--- config.mk ---
export PLATFORM = sky130hd
export DESIGN_NAME = hc138_scan_driver
export DESIGN_NICKNAME = d
export VERILOG_FILES = /design/src/rtl/hc138_scan_driver.sv
export SDC_FILE = /design/constraint.sdc
export NUM_CORES = 1
export LEC_CHECK = 0
export BUFFER_PORTS_ARGS = -buffer_cell sky130_fd_sc_hd__buf_2
export CORE_MARGIN = 4
export CORE_UTILIZATION = 45
export CTS_BUF_LIST = sky130_fd_sc_hd__clkbuf_16
export DETAILED_ROUTE_END_ITERATION = 8
export HOLD_SLACK_MARGIN = 0.03
export PLACE_DENSITY = 0.7
export SLEW_MARGIN = 25
export SYNTH_ARGS = -nofsm -noshare
export SYNTH_HDL_FRONTEND = slang
export SYNTH_SLANG_ARGS = --single-unit
--- constraint.sdc ---
create_clock -name clk -period 3.8 [get_ports clk]
set_input_delay 0.57 -clock clk [delete_from_list [all_inputs] [get_ports clk]]
set_output_delay 0.57 -clock clk [all_outputs]
set_load 0.005 [all_outputs]
--- src/rtl/hc138_scan_driver.sv ---
// Scan sequencer for a 74HC138-style 3-to-8 decoder: steps through the enabled
// channels with break-before-make blanking before each activation.
module hc138_scan_driver #(
  parameter int DWELL_W      = 8,
  parameter int BLANK_CYCLES = 2
) (
  input  logic               clk,
  input  logic               rst_n,
  input  logic               start,
  input  logic               stop,
  input  logic [DWELL_W-1:0] dwell,
  input  logic [7:0]         chan_mask,
  output logic [2:0]         addr,
  output logic               en_b0,
  output logic               en_b1,
  output logic               en2,
  output logic               busy,
  output logic               frame_done
);

  localparam int BW = (BLANK_CYCLES > 1) ? $clog2(BLANK_CYCLES) : 1;
  localparam logic [BW-1:0] BLANK_LAST = BW'(BLANK_CYCLES - 1);

  typedef enum logic [1:0] {IDLE, BLANK, ACTIVE} state_t;

  state_t             state_q, state_d;
  logic [2:0]         addr_d;
  logic [BW-1:0]      blank_q, blank_d;
  logic [DWELL_W-1:0] dwell_q, dwell_d;
  logic               stop_lat_q, stop_lat_d;
  logic               frame_d;
  logic               stop_pend;
  logic [2:0]         nxt;

  // First set bit of m strictly after cur, wrapping mod 8; cur itself is
  // checked last so a single-channel mask returns cur.
  function automatic logic [2:0] next_chan(input logic [7:0] m, input logic [2:0] cur);
    logic [2:0] r;
    logic [2:0] idx;
    logic       found;
    r     = cur;
    found = 1'b0;
    for (int i = 1; i <= 8; i++) begin
      idx = cur + 3'(i);
      if (!found && m[idx]) begin
        r     = idx;
        found = 1'b1;
      end
    end
    return r;
  endfunction

  assign stop_pend = stop | stop_lat_q;

  always_comb begin
    state_d    = state_q;
    addr_d     = addr;
    blank_d    = blank_q;
    dwell_d    = dwell_q;
    stop_lat_d = stop_lat_q;
    frame_d    = 1'b0;
    nxt        = next_chan(chan_mask, addr);
    case (state_q)
      IDLE: begin
        stop_lat_d = 1'b0;
        if (start && !stop && (chan_mask != 8'h00)) begin
          state_d = BLANK;
          addr_d  = next_chan(chan_mask, 3'd7);
          blank_d = '0;
        end
      end
      BLANK: begin
        if (stop_pend) begin
          state_d    = IDLE;
          addr_d     = 3'd0;
          stop_lat_d = 1'b0;
        end else if (blank_q == BLANK_LAST) begin
          state_d = ACTIVE;
          dwell_d = (dwell == '0) ? DWELL_W'(1) : dwell;
        end else begin
          blank_d = blank_q + BW'(1);
        end
      end
      ACTIVE: begin
        stop_lat_d = stop_pend;
        if (dwell_q <= DWELL_W'(1)) begin
          if (stop_pend || (chan_mask == 8'h00)) begin
            state_d    = IDLE;
            addr_d     = 3'd0;
            stop_lat_d = 1'b0;
          end else begin
            state_d = BLANK;
            addr_d  = nxt;
            blank_d = '0;
            frame_d = (nxt <= addr);
          end
        end else begin
          dwell_d = dwell_q - DWELL_W'(1);
        end
      end
      default: begin
        state_d    = IDLE;
        addr_d     = 3'd0;
        stop_lat_d = 1'b0;
      end
    endcase
  end

  // Outputs are registered from the next-state so they align with the state.
  always_ff @(posedge clk or negedge rst_n) begin
    if (!rst_n) begin
      state_q    <= IDLE;
      addr       <= 3'd0;
      blank_q    <= '0;
      dwell_q    <= '0;
      stop_lat_q <= 1'b0;
      en_b0      <= 1'b1;
      en_b1      <= 1'b1;
      en2        <= 1'b0;
      busy       <= 1'b0;
      frame_done <= 1'b0;
    end else begin
      state_q    <= state_d;
      addr       <= addr_d;
      blank_q    <= blank_d;
      dwell_q    <= dwell_d;
      stop_lat_q <= stop_lat_d;
      en_b0      <= (state_d != ACTIVE);
      en_b1      <= (state_d != ACTIVE);
      en2        <= (state_d == ACTIVE);
      busy       <= (state_d != IDLE);
      frame_done <= frame_d;
    end
  end

endmodule
==> metrics.txt <==
Synth area leader=dfrtp_1; area share of the largest cell type after synthesis=23.5%; most common cell in the synthesized netlist=a21oi_1; number of cell instances on the worst register-to-register path=13; area post-placement=0.00212 mm²; final std cell area, no fill=0.00220 mm²; count of buffers added by post-CTS timing repair for setup=0; Inserted Diodes=0; wirelength, routed=4.91 mm; final-layout fill cell count=370; final hold vios=0; element type at the critical path start=register; post-layout instance count excluding filler cells=302; first drt pass iteration count=5; commonest cells in the synthesized netlist=a21oi_1, o21ai_0, dfrtp_1; Sink Count=19; count of input and output buffers=27; initial core utilization=47.2%; Critical Path RT=3.98 ns; Root Buffer Master=clkbuf_16; count of vias placed by the detailed router=between 1500 and 2000; growth of design area from synthesis to finish=14.9%; maximum VDD drop=about 0.52 mV; Final min period=3.53 ns; remaining routing DRC violations=0; post-CTS resize count=0; pin slew with the least headroom to its limit=0.884 ns; detailed-route vias per instance=6.21; CP Data Arrival Time=between 3 and 4 ns; synthesis warning total=0; critical register-to-register path endpoint=frame_done; TritonCTS clock tree=done; Top Ports=28; total gr overflow=0; latest clock arrival within the worst-skew pair=0.25 ns; share of the clock period used by the worst path after layout=92.8%; beginning of the worst register-to-register path=addr[0]; Reg2Reg Setup Slack=0.27 ns; quantity of hold-fixing buffers added after cts=0; wire per inst=16.3 µm; Most used DFF post-synth=dfrtp_1; async set-reset flop share out of synthesis=between 90% and 100%; H-tree lvl count=1; outcome=completed; average footprint of a synthesized cell=8.59 µm²; top cells by area in the synthesized netlist=dfrtp_1, mux4_2, a21oi_1, o21ai_0, ha_1; DIE AREA=about 0.0054 mm²; Final TNS setup=0 ns; antenna violations before repair=0; Num CTS Buffers=3; share of post-route cells with drive strength above 1=23.8%; Inst Count DP=298; final count of negative-setup-slack endpoints=0; Clock transition at path regs=0.06 ns; number of routed nets with antenna violations=0; maximum number of pins on one net before global-route repair=20; Core Rows=23; total area of sequential cells=roughly 480 µm²; pwr/cell area=910 mW/mm²; timing endpoint of the critical path=frame_done; overall power after layout=2.00 mW; Routability Congestion=between 0.9 and 1; RSZ-0062 raised after global routing=false; achievable clock frequency=0.284 GHz; area occupied by multi-input gates=0.00134 mm²; deepest clock path buffer count=2; max-slew violation count=0; leakage dissipation=a little over 0.9 nW; relative slew slack=40.9%; GRT Total Usage=between 10% and 20%; detailed-placement wirelength estimate=3.67 mm; cell area after technology mapping=0.00192 mm²; maximum fanout along the worst path=10; die width=73.2 µm; floorplan core area=0.00406 mm²; Seq/Total Area, Yosys=24.9%; number of distinct standard cells referenced by the synthesized netlist=53; Crit. End Element=register; number of nets produced by synthesis=250; Hold Crit Class=in2async; vertical extent of the die=roughly 73 µm; number of synthesized flops with an enable pin=0; via count of the first global-routing pass=between 1500 and 2000; number of flip-flops and latches in the synthesized netlist=19; final worst clock skew=0.00412 ns; Final #Nets=280; first-pass GRT wire length=about 8.4 mm; type of the setup path with the least slack=reg2reg; Iteration-0 DRC Markers=161; critical path startpoint=addr[0]; Max Cap Viol=0; number of standard cells after synthesis=approximately 220
## worst min path at each step
stage | startpoint | endpoint | cells past startpoint
2_1_floorplan | rst_n | addr[0] | 0
3_3_place_gp | rst_n | en2 | 1
3_5_place_dp | rst_n | en2 | 1
4_1_cts | rst_n | dwell_q[4] | 1
5_1_grt | rst_n | dwell_q[4] | 1
6_report | rst_n | dwell_q[4] | 1
## cell type report
class                      instances  area share (%)
tap                               50            2.84
multi-input combinational        182            60.8
clock buffer                       3            3.41
clock inverter                     1           0.341
timing repair buffer              35            8.87
sequential                        19            21.7
inverter                          12            2.05
## cells in the final DEF (no fill, tap or decap), types with 3 or more instances in the layout
cell type / netlist / final
nand3_1: 5 / 5
nand2_1: 17 / 17
clkbuf_16: 0 / 3
a31oi_1: 5 / 5
mux4_2: 10 / 10
xnor2_1: 3 / 3
o21ai_0: 19 / 19
dfrtp_1: 18 / 18
nand2b_1: 4 / 4
a22o_1: 3 / 3
mux2i_1: 7 / 7
nor4_1: 6 / 6
buf_2: 2 / 27
o22ai_1: 4 / 4
a21oi_1: 20 / 20
ha_1: 7 / 7
buf_4: 2 / 8
mux2_2: 5 / 5
nor2_1: 17 / 17
inv_1: 11 / 11
nor3_1: 9 / 9
nor2b_1: 3 / 3
## where the power goes
part | total (mW) | switching, mW | internal [mW]
registers | 0.368 | 0.0756 | 0.293
clock network | 0.217 | 0.0751 | 0.142
logic | 1.42 | 0.793 | 0.625
## cells by family (layout without fill, tap and decap cells)
family | after synthesis | count (layout) | share of synthesized area (%)
fa+ha+maj | 7 | 7 | 4.57
buf+inv | 22 | 51 | 5.22
simple gates | 75 | 75 | 20.1
flops | 19 | 19 | 24.9
mux | 23 | 23 | 19.1
compound gates | 73 | 73 | 24.2
xor+xnor | 4 | 4 | 1.83
## worst max-delay path, stage by stage (launching register included)
cell and delay, ns:
dfrtp_1 0.34, inv_1 0.06, ha_1 0.52, mux4_2 0.45
mux2_4 0.32, or4_1 0.50, a31oi_1 0.18, a2111oi_1 0.09
or2_1 0.26, ha_1 0.29, a21o_1 0.16, a21oi_1 0.14
a31oi_1 0.05, nor2_1 0.09
## layer usage
metal | routed length, µm | track usage [%] | vias up
li1 | - | - | 915
met1 | 2400 | 29.6 | 900
met2 | 2250 | 29.3 | 55
met3 | 234 | 3.72 | 4
met4 | 31 | 4.10 | 0
met5 | 0 | 0 | -
## metrics by stage
| stage | hold slack, ns | setup slack, ns | utilization, % |
|---|---|---|---|
| after floorplan | 0.274 | 0.141 | - |
| after global placement | 0.526 | 0.380 | 52.2 |
| after detailed placement | 0.526 | 0.276 | 52.2 |
| after CTS | 0.256 | 0.258 | 54.2 |
| after global routing | 0.271 | 0.0709 | 54.2 |
| final | 0.252 | 0.275 | 54.2 |
## registers in the layout, summed over array words and instances (netlist names)
| signal | cells |
|---|---|
| addr | 3 |
| en2 | 1 |
| frame_done | 1 |
| blank_q | 1 |
| busy | 1 |
| stop_lat_q | 1 |
| state_q | 2 |
| en_b1 | 1 |
| dwell_q | 8 |
No activity file was read; power rests on OpenSTA's default activity.
